[src/rtl/alu_issue_ctrl.sv]
// alu_issue_ctrl: issues register-file operands to an external ALU and writes results back
module alu_issue_ctrl (
  input  logic       clk,
  input  logic       reset,
  input  logic       instr_valid,
  output logic       instr_ready,
  input  logic [2:0] opcode,
  input  logic [2:0] rd,
  input  logic [2:0] rs,
  input  logic [2:0] rt,
  input  logic [7:0] imm,
  output logic [7:0] alu_data1,
  output logic [7:0] alu_data2,
  output logic [2:0] alu_select,
  input  logic [7:0] alu_result,
  input  logic       alu_zero,
  output logic       done,
  output logic       branch_taken,
  input  logic [2:0] dbg_addr,
  output logic [7:0] dbg_data
);
  localparam logic [2:0] LOADI = 3'b000, MOV = 3'b001, ADD = 3'b010, SUB = 3'b011;
  localparam logic [2:0] AND_OP = 3'b100, OR_OP = 3'b101, BEQ = 3'b110, RSVD = 3'b111;
  typedef enum logic [1:0] {IDLE, EXEC, WB} state_t;
  state_t state;
  logic [7:0] rf [8];
  logic [2:0] op_q, rd_q;
  logic two_q, cnt;
  logic [7:0] a, b, d1, d2;
  logic [2:0] sel;
  logic is_sub, is_add;
  always_comb begin
    a = rf[rs];
    b = rf[rt];
    is_sub = opcode == SUB || opcode == BEQ;
    is_add = opcode == ADD || is_sub;
    d1 = (is_add || opcode == AND_OP || opcode == OR_OP) ? a : 8'h00;
    d2 = opcode == LOADI ? imm : opcode == MOV ? a : is_sub ? ~b + 8'd1 : opcode == RSVD ? 8'h00 : b;
    sel = opcode == AND_OP ? 3'b010 : opcode == OR_OP ? 3'b011 : is_add ? 3'b001 : 3'b000;
  end
  assign instr_ready = state == IDLE && reset;
  assign dbg_data = rf[dbg_addr];
  assign branch_taken = done && op_q == BEQ && alu_zero;
  // Operand registers stay untouched outside accept so they hold through WB
  always_ff @(posedge clk) begin
    if (!reset) begin
      state <= IDLE;
      cnt <= 1'b0;
      two_q <= 1'b0;
      op_q <= 3'b000;
      rd_q <= 3'b000;
      alu_data1 <= 8'h00;
      alu_data2 <= 8'h00;
      alu_select <= 3'b000;
      done <= 1'b0;
      for (int i = 0; i < 8; i++) rf[i] <= 8'h00;
    end else if (state == IDLE) begin
      if (instr_valid) begin
        op_q <= opcode;
        rd_q <= rd;
        two_q <= is_add;
        alu_data1 <= d1;
        alu_data2 <= d2;
        alu_select <= sel;
        cnt <= 1'b0;
        state <= EXEC;
      end
    end else if (state == EXEC) begin
      if (two_q && !cnt) begin
        cnt <= 1'b1;
      end else begin
        cnt <= 1'b0;
        done <= 1'b1;
        state <= WB;
      end
    end else begin
      done <= 1'b0;
      state <= IDLE;
      if (op_q <= OR_OP) rf[rd_q] <= alu_result;
    end
  end
endmodule

[config.mk]
export PLATFORM = sky130hd
export DESIGN_NAME = alu_issue_ctrl
export DESIGN_NICKNAME = d
export VERILOG_FILES = /design/src/rtl/alu_issue_ctrl.sv
export SDC_FILE = /design/constraint.sdc
export NUM_CORES = 1
export LEC_CHECK = 0
export CORE_MARGIN = 2
export CORE_UTILIZATION = 40
export CTS_CLUSTER_DIAMETER = 100
export DETAILED_ROUTE_END_ITERATION = 12
export HOLD_SLACK_MARGIN = 0.15
export PLACE_DENSITY = 0.57
export SYNTH_ARGS = -nofsm -noshare
export SYNTH_HDL_FRONTEND = slang
export SYNTH_SLANG_ARGS = --single-unit
[constraint.sdc]
create_clock -name clk -period 6 [get_ports clk]
set_input_delay 1.2 -clock clk [delete_from_list [all_inputs] [get_ports clk]]
set_output_delay 1.2 -clock clk [all_outputs]
set_load 0.005 [all_outputs]
==> results.tsv, run 1 <==
stage	metric	value	unit
clock_tree	insertion_delay	360	ps
drt	drt_wl_total	15100	um
synthesis	synthArstFlopShare	0	%
placed_design	place_area	6310	um2
sta	setup_viol	0	
synthesis	syn_area	5560	um2
clock_tree	cts_setup_buffers	0	
global_route	grt_max_degree	37	
sta	fmax	219	MHz
placed_design	dp.cells	685	
finish	insertedDiodeCount	0	
synthesis	synth_cell_types	53	
synthesis	yosys_warnings	0	
worst_setup_path	crit_fanout	16	
placed_design	gp_congestion	0.868	
worst_setup_path	rrSetupSlack	3680	ps
sta	finalSetupTns	0	ps
power_and_ir_drop	peakVddDrop	163	uV
finish	design_area	6610	um2
drt	drt_pre_antenna_iters	5	
placed_design	dp_hpwl	10400	um
sta	finalCritPeriodShare	76.1	%
worst_setup_path	critPathKind	input port to output pin	
synthesis	netlist_instances	466	
drt	ant_nets	0	
clock_tree	cts_root_buffer	clkbuf_16	
synthesis	synth-edff-count	64	
clock_tree	clk_pin_slew	70	ps
power_and_ir_drop	p_leak	2.36	nW
global_route	track_usage	21.6	%
die	num_io_pins	65	
finish	layout_commonest_cell	and2_1	
clock_tree	holdBufCountCts	0	
worst_setup_path	worstSetupEndpointType	output pin	
min_path	holdCritPathClass	flip-flop to flip-flop	
die	die_y	122	um
sta	tightest_slew	1170	ps
clock_tree	cts_resized	0	
clock_tree	cts.sinks	93	
drt	remaining_drc_errors	0	
global_route	grt_pass1_wl	23200	um
die	die_x	122	um
finish	final_cells	701	
die	rows	43	
die	die-area	14900	um2
sta	maxSlewViolCount	0	
drt	vias_per_cell	5.66	
sta	maxSlewHeadroom	21.7	%
drt	drtIter0Drc	440	
global_route	grt_pass1_vias	4024	
finish	layout.nets	552	
global_route	antenna_found_initial	0	
die	core_area	13700	um2
clock_tree	cts_buffers	9	
worst_setup_path	cp-start-kind	input port	
finish	fillCellCount	1236	
power_and_ir_drop	p_per_area	241	nW/um2
worst_setup_path	crit_required	4800	ps
sta	skew	11.4	ps
synthesis	postSynthAreaPerCell	11.9	um2
clock_tree	htreeDepth	3	
sta	finalHoldViolCount	0	
worst_setup_path	cp.arrival	3370	ps
sta	rsz0062_at_grt	no	
synthesis	synthesis.nets	502	
synthesis	synth.yosys.seq_area_share	45.0	%
drt	dr_total_vias	3968	
outcome	status	complete, no violations	
placed_design	io_buffers	63	
clock_tree	cts_tree	yes	
global_route	globalRouteOverflowTotal	0	
clock_tree	clock_path_buffers	2	
synthesis	yosys_register_bits	93	
drt	wl_per_cell	21.6	um
synthesis	synth_ff_type	edfxtp_1	
finish	area_delta_synth_final	19.0	%
die	initial_utilization	40.5	%
finish	drive_gt1_share	15.2	%
finish	final_core_util	48.2	%
job	drv_cap	0	
finish	final_cell_mix	and2_1 (77), edfxtp_1 (64), clkdlybuf4s50_1 (63)	
sta	min_period	4570	ps
==> state kept, by name, indices dropped and copies added, names as in the netlist <==
name        count
rf             64
alu_data1       8
alu_select      2
state           2
rd_q            3
done            1
two_q           1
op_q            3
alu_data2       8
cnt             1
==> per-stage QoR <==
stage	power, mW	worst slack, ps	hold slack, ps
2_1_floorplan	0.906	2090	436
3_3_place_gp	1.01	1430	440
3_5_place_dp	1.01	1410	446
4_1_cts	1.61	1410	459
5_1_grt	1.66	1330	478
6_report	1.60	1430	454
==> report_power, final <==
part | internal, mW | switching, mW
logic | 0.133 | 0.129
registers | 0.714 | 0.0223
clock network | 0.328 | 0.269
==> synth_stat cells (all sizes together), types with 2 or more instances <==
cell type,n,share of area [%]
a41oi,2,0.45
nor2b,6,0.68
nor3b,2,0.27
a31oi,2,0.23
clkbuf,18,1.2
nand4,3,0.34
dfxtp,29,10
a211oi,5,0.68
a21boi,9,1.2
nor2,21,1.4
nand2b,4,0.45
inv,6,0.41
a211o,2,0.32
a21oi,14,1.3
a311oi,2,0.32
nor3,5,0.45
mux4,46,19
nand3,9,0.81
o21ai,28,2.5
buf,12,1.6
a22oi,2,0.27
nand2,41,2.8
or3,2,0.23
and2,78,8.8
mux2,9,1.8
mux2i,26,4.9
o31ai,2,0.27
a221oi,2,0.32
edfxtp,64,35
==> path summary, 6_finish.rpt <==
path,startpoint,to,cells after the start
max,dbg_addr[1],dbg_data[4],4
min,alu_data2[2]$_SDFFE_PN0P_,alu_data2[2]$_SDFFE_PN0P_,2
max reg2reg,rf[2][3]$_SDFFCE_PN0P_,alu_data2[3]$_SDFFE_PN0P_,6
min reg2reg,alu_data2[2]$_SDFFE_PN0P_,alu_data2[2]$_SDFFE_PN0P_,2
==> layout make-up <==
| class | instances | area (um2) | share of cell area (%) |
|---|---|---|---|
| clock inverters | 7 | 78.8 | 1.19 |
| repair buffers | 69 | 676 | 10.2 |
| inverters | 7 | 26.3 | 0.397 |
| clock buffers | 9 | 225 | 3.41 |
| well taps | 180 | 225 | 3.41 |
| flip-flops and latches | 93 | 2500 | 37.8 |
| multi-input cells | 336 | 2880 | 43.5 |
==> routing by layer <==
metal	GRT usage, %	share of wire [%]	up-vias	wire length [um]
li1	-	-	1863	-
met1	26.1	42	1949	6310
met3	4.40	5.2	23	789
met4	8.05	2.3	0	351
met5	0	0	-	0
met2	37.9	51	133	7660
==> logic make-up (layout without fill, tap and decap cells) <==
family          count (synthesis)  in the layout  share of synthesized area, %
simple gates                  174            174                          16.6
flops                          93             93                          45.0
xor+xnor                        1              1                         0.158
compound gates                 77             77                          8.87
buf+inv                        37             92                          3.26
fa+ha+maj                       2              2                         0.405
other cells                     1              1                        0.0675
mux                            81             81                          25.6
==> critical path, cell delays in order <==
cell and delay (ps):
clkdlybuf4s50_1 1010, mux4_2 410, mux2_2 290, clkdlybuf4s50_1 450
Power figures use the tool's default switching activity.
==> run 2, diff against run 1 <==
--- a/config.mk
+++ b/config.mk
@@ -10,7 +10,7 @@
 export CTS_CLUSTER_DIAMETER = 100
 export DETAILED_ROUTE_END_ITERATION = 12
 export HOLD_SLACK_MARGIN = 0.15
-export PLACE_DENSITY = 0.57
+export PLACE_DENSITY = 0.6
 export SYNTH_ARGS = -nofsm -noshare
 export SYNTH_HDL_FRONTEND = slang
 export SYNTH_SLANG_ARGS = --single-unit
==> constraint.sdc (replaced) <==
create_clock -name clk -period 4.05 [get_ports clk]
set_input_delay 0.81 -clock clk [delete_from_list [all_inputs] [get_ports clk]]
set_output_delay 0.81 -clock clk [all_outputs]
set_load 0.005 [all_outputs]
==> run 2 against run 1 <==
- combinational power increased by 53%
- sequential power increased by 48%
- core utilization increased by 0.77 points
- total power increased by 44%
- die area unchanged
- global-route usage decreased by 0.28 points
- first-iteration DRC count decreased by 14%
- non-clock buffer count increased by 16
- cell count increased by 2.3%
- worst hold slack got worse by 2.7 ps
- critical path type unchanged
- largest cell class unchanged
- largest power group unchanged
==> results.tsv, run 2 (synthesis gave the netlist of run 1 again) <==
stage	metric	value	unit
clock_tree	htreeDepth	3	
sta	finalHoldViolCount	0	
drt	wirelength_met1	5900	um
clock_tree	clk_pin_slew	60	ps
worst_setup_path	worstSetupEndpointType	output pin	
finish	largest_reg_flops	64	
clock_tree	holdBufCountCts	0	
power_and_ir_drop	peakVddDrop	341	uV
finish	drive_gt1_share	17.7	%
sta	min_period	3580	ps
sta	maxSlewHeadroom	50.8	%
sta	skew	8.85	ps
clock_tree	cts.sinks	93	
finish	area_delta_synth_final	20.9	%
sta	fmax	280	MHz
drt	vias_per_cell	5.63	
global_route	globalRouteOverflowTotal	0	
finish	top_register	rf	
worst_setup_path	crit_required	3240	ps
clock_tree	cts_buffers	9	
placed_design	io_buffers	63	
drt	ant_nets	0	
sta	tightest_slew	736	ps
global_route	grt_pass1_wl	22900	um
global_route	antenna_found_initial	0	
drt	wl_met3	1180	um
min_path	min_path_cells	2	
power_and_ir_drop	p_leak	2.44	nW
drt	drt_wl_total	15100	um
sta	maxSlewViolCount	0	
die	die_y	122	um
sta	finalSetupTns	0	ps
worst_setup_path	cp-start-kind	input port	
global_route	track_usage	21.3	%
die	die_x	122	um
min_path	holdCritPathClass	flip-flop to flip-flop	
clock_tree	cts_root_buffer	clkbuf_16	
die	rows	43	
worst_setup_path	critPathKind	input port to output pin	
finish	final_cell_mix	and2_1 (77), edfxtp_1 (64), clkdlybuf4s50_1 (63)	
job	drv_cap	0	
die	initial_utilization	40.5	%
clock_tree	clock_path_buffers	2	
drt	wl_met2	7640	um
sta	setup_viol	0	
clock_tree	cts_resized	0	
worst_setup_path	cp.arrival	2770	ps
finish	final_cells	717	
finish	fillCellCount	1231	
clock_tree	insertion_delay	350	ps
finish	insertedDiodeCount	0	
die	die-area	14900	um2
finish	layout_commonest_cell	and2_1	
placed_design	dp_hpwl	10600	um
finish	layout.nets	568	
worst_setup_path	r2r_cells	6	
outcome	status	complete, no violations	
drt	drt_pre_antenna_iters	5	
finish	design_area	6720	um2
clock_tree	cts_setup_buffers	0	
power_and_ir_drop	p_per_area	341	nW/um2
global_route	grt_max_degree	20	
sta	finalCritPeriodShare	88.3	%
clock_tree	cts_tree	yes	
die	num_io_pins	65	
drt	dr.max_layer_used	met4	
finish	multi_input_area	2880	um2
drt	wl_per_cell	21.0	um
drt	drtIter0Drc	377	
finish	regArea	2500	um2
placed_design	gp_congestion	0.925	
sta	rsz0062_at_grt	no	
finish	reg_top3	rf (64), alu_data1 (8), alu_data2 (8)	
drt	dr_total_vias	4037	
global_route	grt_pass1_vias	3984	
drt	remaining_drc_errors	0	
placed_design	dp.cells	701	
die	core_area	13700	um2
worst_setup_path	crit_fanout	16	
placed_design	place_area	6440	um2
run 2: changes by cell type in the layout (fill, tap and decap cells not counted), sizes merged:
cell | before | now
bufinv | 1 | 0
clkinv | 3 | 4
clkinvlp | 1 | 0
clkbuf | 9 | 11
buf | 6 | 22
inv | 9 | 8
run 2: metal layers:
layer	up-vias	GRT usage, %
li1	1885	-
met1	1952	25.9
met2	170	36.5
met3	30	5.52
met4	0	7.90
met5	-	0
run 2: worst paths after layout:
path | from | endpoint | slack (ps)
worst max register to register | rf[7][1]$_SDFFCE_PN0P_ | alu_data2[1]$_SDFFE_PN0P_ | 1800
worst min-delay path | alu_data2[2]$_SDFFE_PN0P_ | alu_data2[2]$_SDFFE_PN0P_ | 450
worst min register to register | alu_data2[2]$_SDFFE_PN0P_ | alu_data2[2]$_SDFFE_PN0P_ | 450
worst max-delay path | dbg_addr[0] | dbg_data[0] | 470
run 2: per-stage QoR:
step                utilization, %  worst slack (ps)  power (mW)  hold slack [ps]
global route                  49.0               403        2.39              478
finish                        49.0               475        2.29              452
floorplan                        -               924        1.34              436
CTS                           49.0               462        2.32              457
detailed placement            46.9               462        1.51              445
global placement              46.9               475        1.51              442
run 2: final cells by class:
| type | count | area share [%] |
|---|---|---|
| clock buffer | 11 | 3.61 |
| clock inverter | 5 | 0.503 |
| inverter | 7 | 0.391 |
| multi-input combinational | 336 | 42.9 |
| sequential | 93 | 37.3 |
| tap | 180 | 3.35 |
| timing repair buffer | 85 | 12.0 |
run 2: report_power, final:
part	leakage (nW)	total, mW	switching (mW)	internal [mW]
Combinational	1.40	0.403	0.194	0.209
Sequential	0.897	1.09	0.0338	1.06
Clock	0.140	0.798	0.363	0.435
Total	2.44	2.29	0.591	1.70
run 2: worst max-delay path: stages:
cell             delay [ps]
clkdlybuf4s50_1         510
buf_12                  190
mux4_2                  510
mux2_2                  280
clkdlybuf4s50_1         450
==> run 3, diff against run 2 <==
==> constraint.sdc (replaced) <==
create_clock -name clk -period 4.05 [get_ports clk]
set_input_delay 1.215 -clock clk [delete_from_list [all_inputs] [get_ports clk]]
set_output_delay 1.215 -clock clk [all_outputs]
set_load 0.005 [all_outputs]
==> run 3 against run 2 <==
- via count up 2.1%
- global-route usage up 0.19 points
- clock skew grew 1.5 ps
- critical path depth stayed put
- total power rose by 3.0%
- clock power rose by 5.5%
- non-clock buffer count grew 9
- sequential cell count unchanged
- clock-buffer cell count shrank 2
- largest cell class unchanged
==> results.tsv, run 3 (synthesis gave the netlist of run 1 again) <==
stage	metric	value	unit
sta	finalCritPeriodShare	98.6	%
die	num_io_pins	65	
clock_tree	cts_root_buffer	clkbuf_16	
die	die_x	122	um
die	initial_utilization	40.5	%
worst_setup_path	cp.arrival	2780	ps
finish	final_core_util	50.2	%
sta	min_period	3990	ps
placed_design	place_area	6540	um2
finish	layout.nets	577	
die	die_y	122	um
drt	dr_total_vias	4123	
min_path	holdCritPathClass	flip-flop to flip-flop	
die	die-area	14900	um2
finish	top_register	rf	
drt	ant_nets	0	
worst_setup_path	critPathKind	input port to output pin	
finish	largest_reg_flops	64	
drt	wl_per_cell	20.8	um
sta	rsz0062_at_grt	no	
drt	remaining_drc_errors	0	
sta	skew	10.3	ps
sta	tightest_slew	682	ps
finish	reg_top3	rf (64), alu_data1 (8), alu_data2 (8)	
finish	design_area	6890	um2
power_and_ir_drop	p_per_area	343	nW/um2
finish	area_delta_synth_final	23.9	%
min_path	min_path_cells	2	
global_route	antenna_found_initial	0	
drt	drt_wl_total	15100	um
clock_tree	insertion_delay	350	ps
clock_tree	htreeDepth	3	
sta	maxSlewViolCount	0	
finish	final_cells	725	
global_route	track_usage	21.5	%
finish	fillCellCount	1227	
power_and_ir_drop	peakVddDrop	336	uV
clock_tree	holdBufCountCts	0	
clock_tree	cts_buffers	9	
drt	drtIter0Drc	304	
clock_tree	clk_pin_slew	60	ps
power_and_ir_drop	p_total	2.36	mW
power_and_ir_drop	p_leak	2.52	nW
clock_tree	cts.sinks	93	
finish	final_cell_mix	and2_1 (77), edfxtp_1 (64), clkdlybuf4s50_1 (61)	
global_route	globalRouteOverflowTotal	0	
finish	drive_gt1_share	19.3	%
placed_design	pre_cts_slack	-391	ps
worst_setup_path	regToRegStartpoint	rf[2][0]$_SDFFCE_PN0P_	
worst_setup_path	crit_fanout	8	
worst_setup_path	cp-start-kind	input port	
sta	fin_ws	57.4	ps
finish	layout_commonest_cell	and2_1	
placed_design	dp.cells	708	
outcome	status	complete, no violations	
global_route	grt_pass1_wl	23200	um
placed_design	gp_congestion	0.887	
placed_design	io_buffers	63	
drt	vias_per_cell	5.69	
global_route	grt_max_degree	36	
sta	finalSetupTns	0	ps
worst_setup_path	startpoint	dbg_addr[0]	
sta	timing.hold.ws	454	ps
clock_tree	cts_setup_buffers	0	
clock_tree	clock_path_buffers	2	
finish	insertedDiodeCount	0	
worst_setup_path	worstSetupEndpointType	output pin	
global_route	grt_pass1_vias	4164	
sta	setup_viol	0	
placed_design	dp_hpwl	11000	um
die	core_area	13700	um2
drt	drt_pre_antenna_iters	5	
clock_tree	cts_tree	yes	
worst_setup_path	crit_required	2830	ps
sta	finalHoldViolCount	0	
min_path	hold_start	alu_data2[7]$_SDFFE_PN0P_	
job	drv_cap	0	
worst_setup_path	r2r_cells	7	
sta	maxSlewHeadroom	54.4	%
sta	fmax	250	MHz
die	rows	43	
-- run 3: area by class of cell --
class                      instances  area (um2)  area share (%)
multi-input combinational        336        2880            41.8
sequential                        93        2500            36.3
timing repair buffer              94         963            14.0
clock buffer                       9         225            3.27
tap                              180         225            3.27
clock inverter                     6        63.8           0.927
inverter                           7        26.3           0.382
-- run 3: what timing repair did --
item,in CTS,in global routing
gates resized for setup,6,3
cloned,2,0
setup endpoints to repair,8,5
-- run 3: worst max-delay path: stages --
cell and delay, ps:
clkbuf_4 150, buf_12 150, mux4_2 510, mux2_2 290, clkdlybuf4s50_1 450
-- run 3: worst paths after layout --
path	end	slack [ps]
min	alu_data2[7]$_SDFFE_PN0P_	450
max reg2reg	alu_data2[4]$_SDFFE_PN0P_	1810
max	dbg_data[4]	60
min reg2reg	alu_data2[7]$_SDFFE_PN0P_	450
-- run 3: per-layer routing --
layer	global-route usage, %	up-vias	wire (um)
li1	-	1911	-
met1	26.7	2028	6370
met2	36.3	154	7450
met3	4.73	30	908
met4	8.91	0	386
met5	0	-	0
-- run 3: report_power, final --
group,switching (mW),internal (mW)
clock,0.367,0.475
sequential,0.0342,1.06
combinational,0.200,0.226
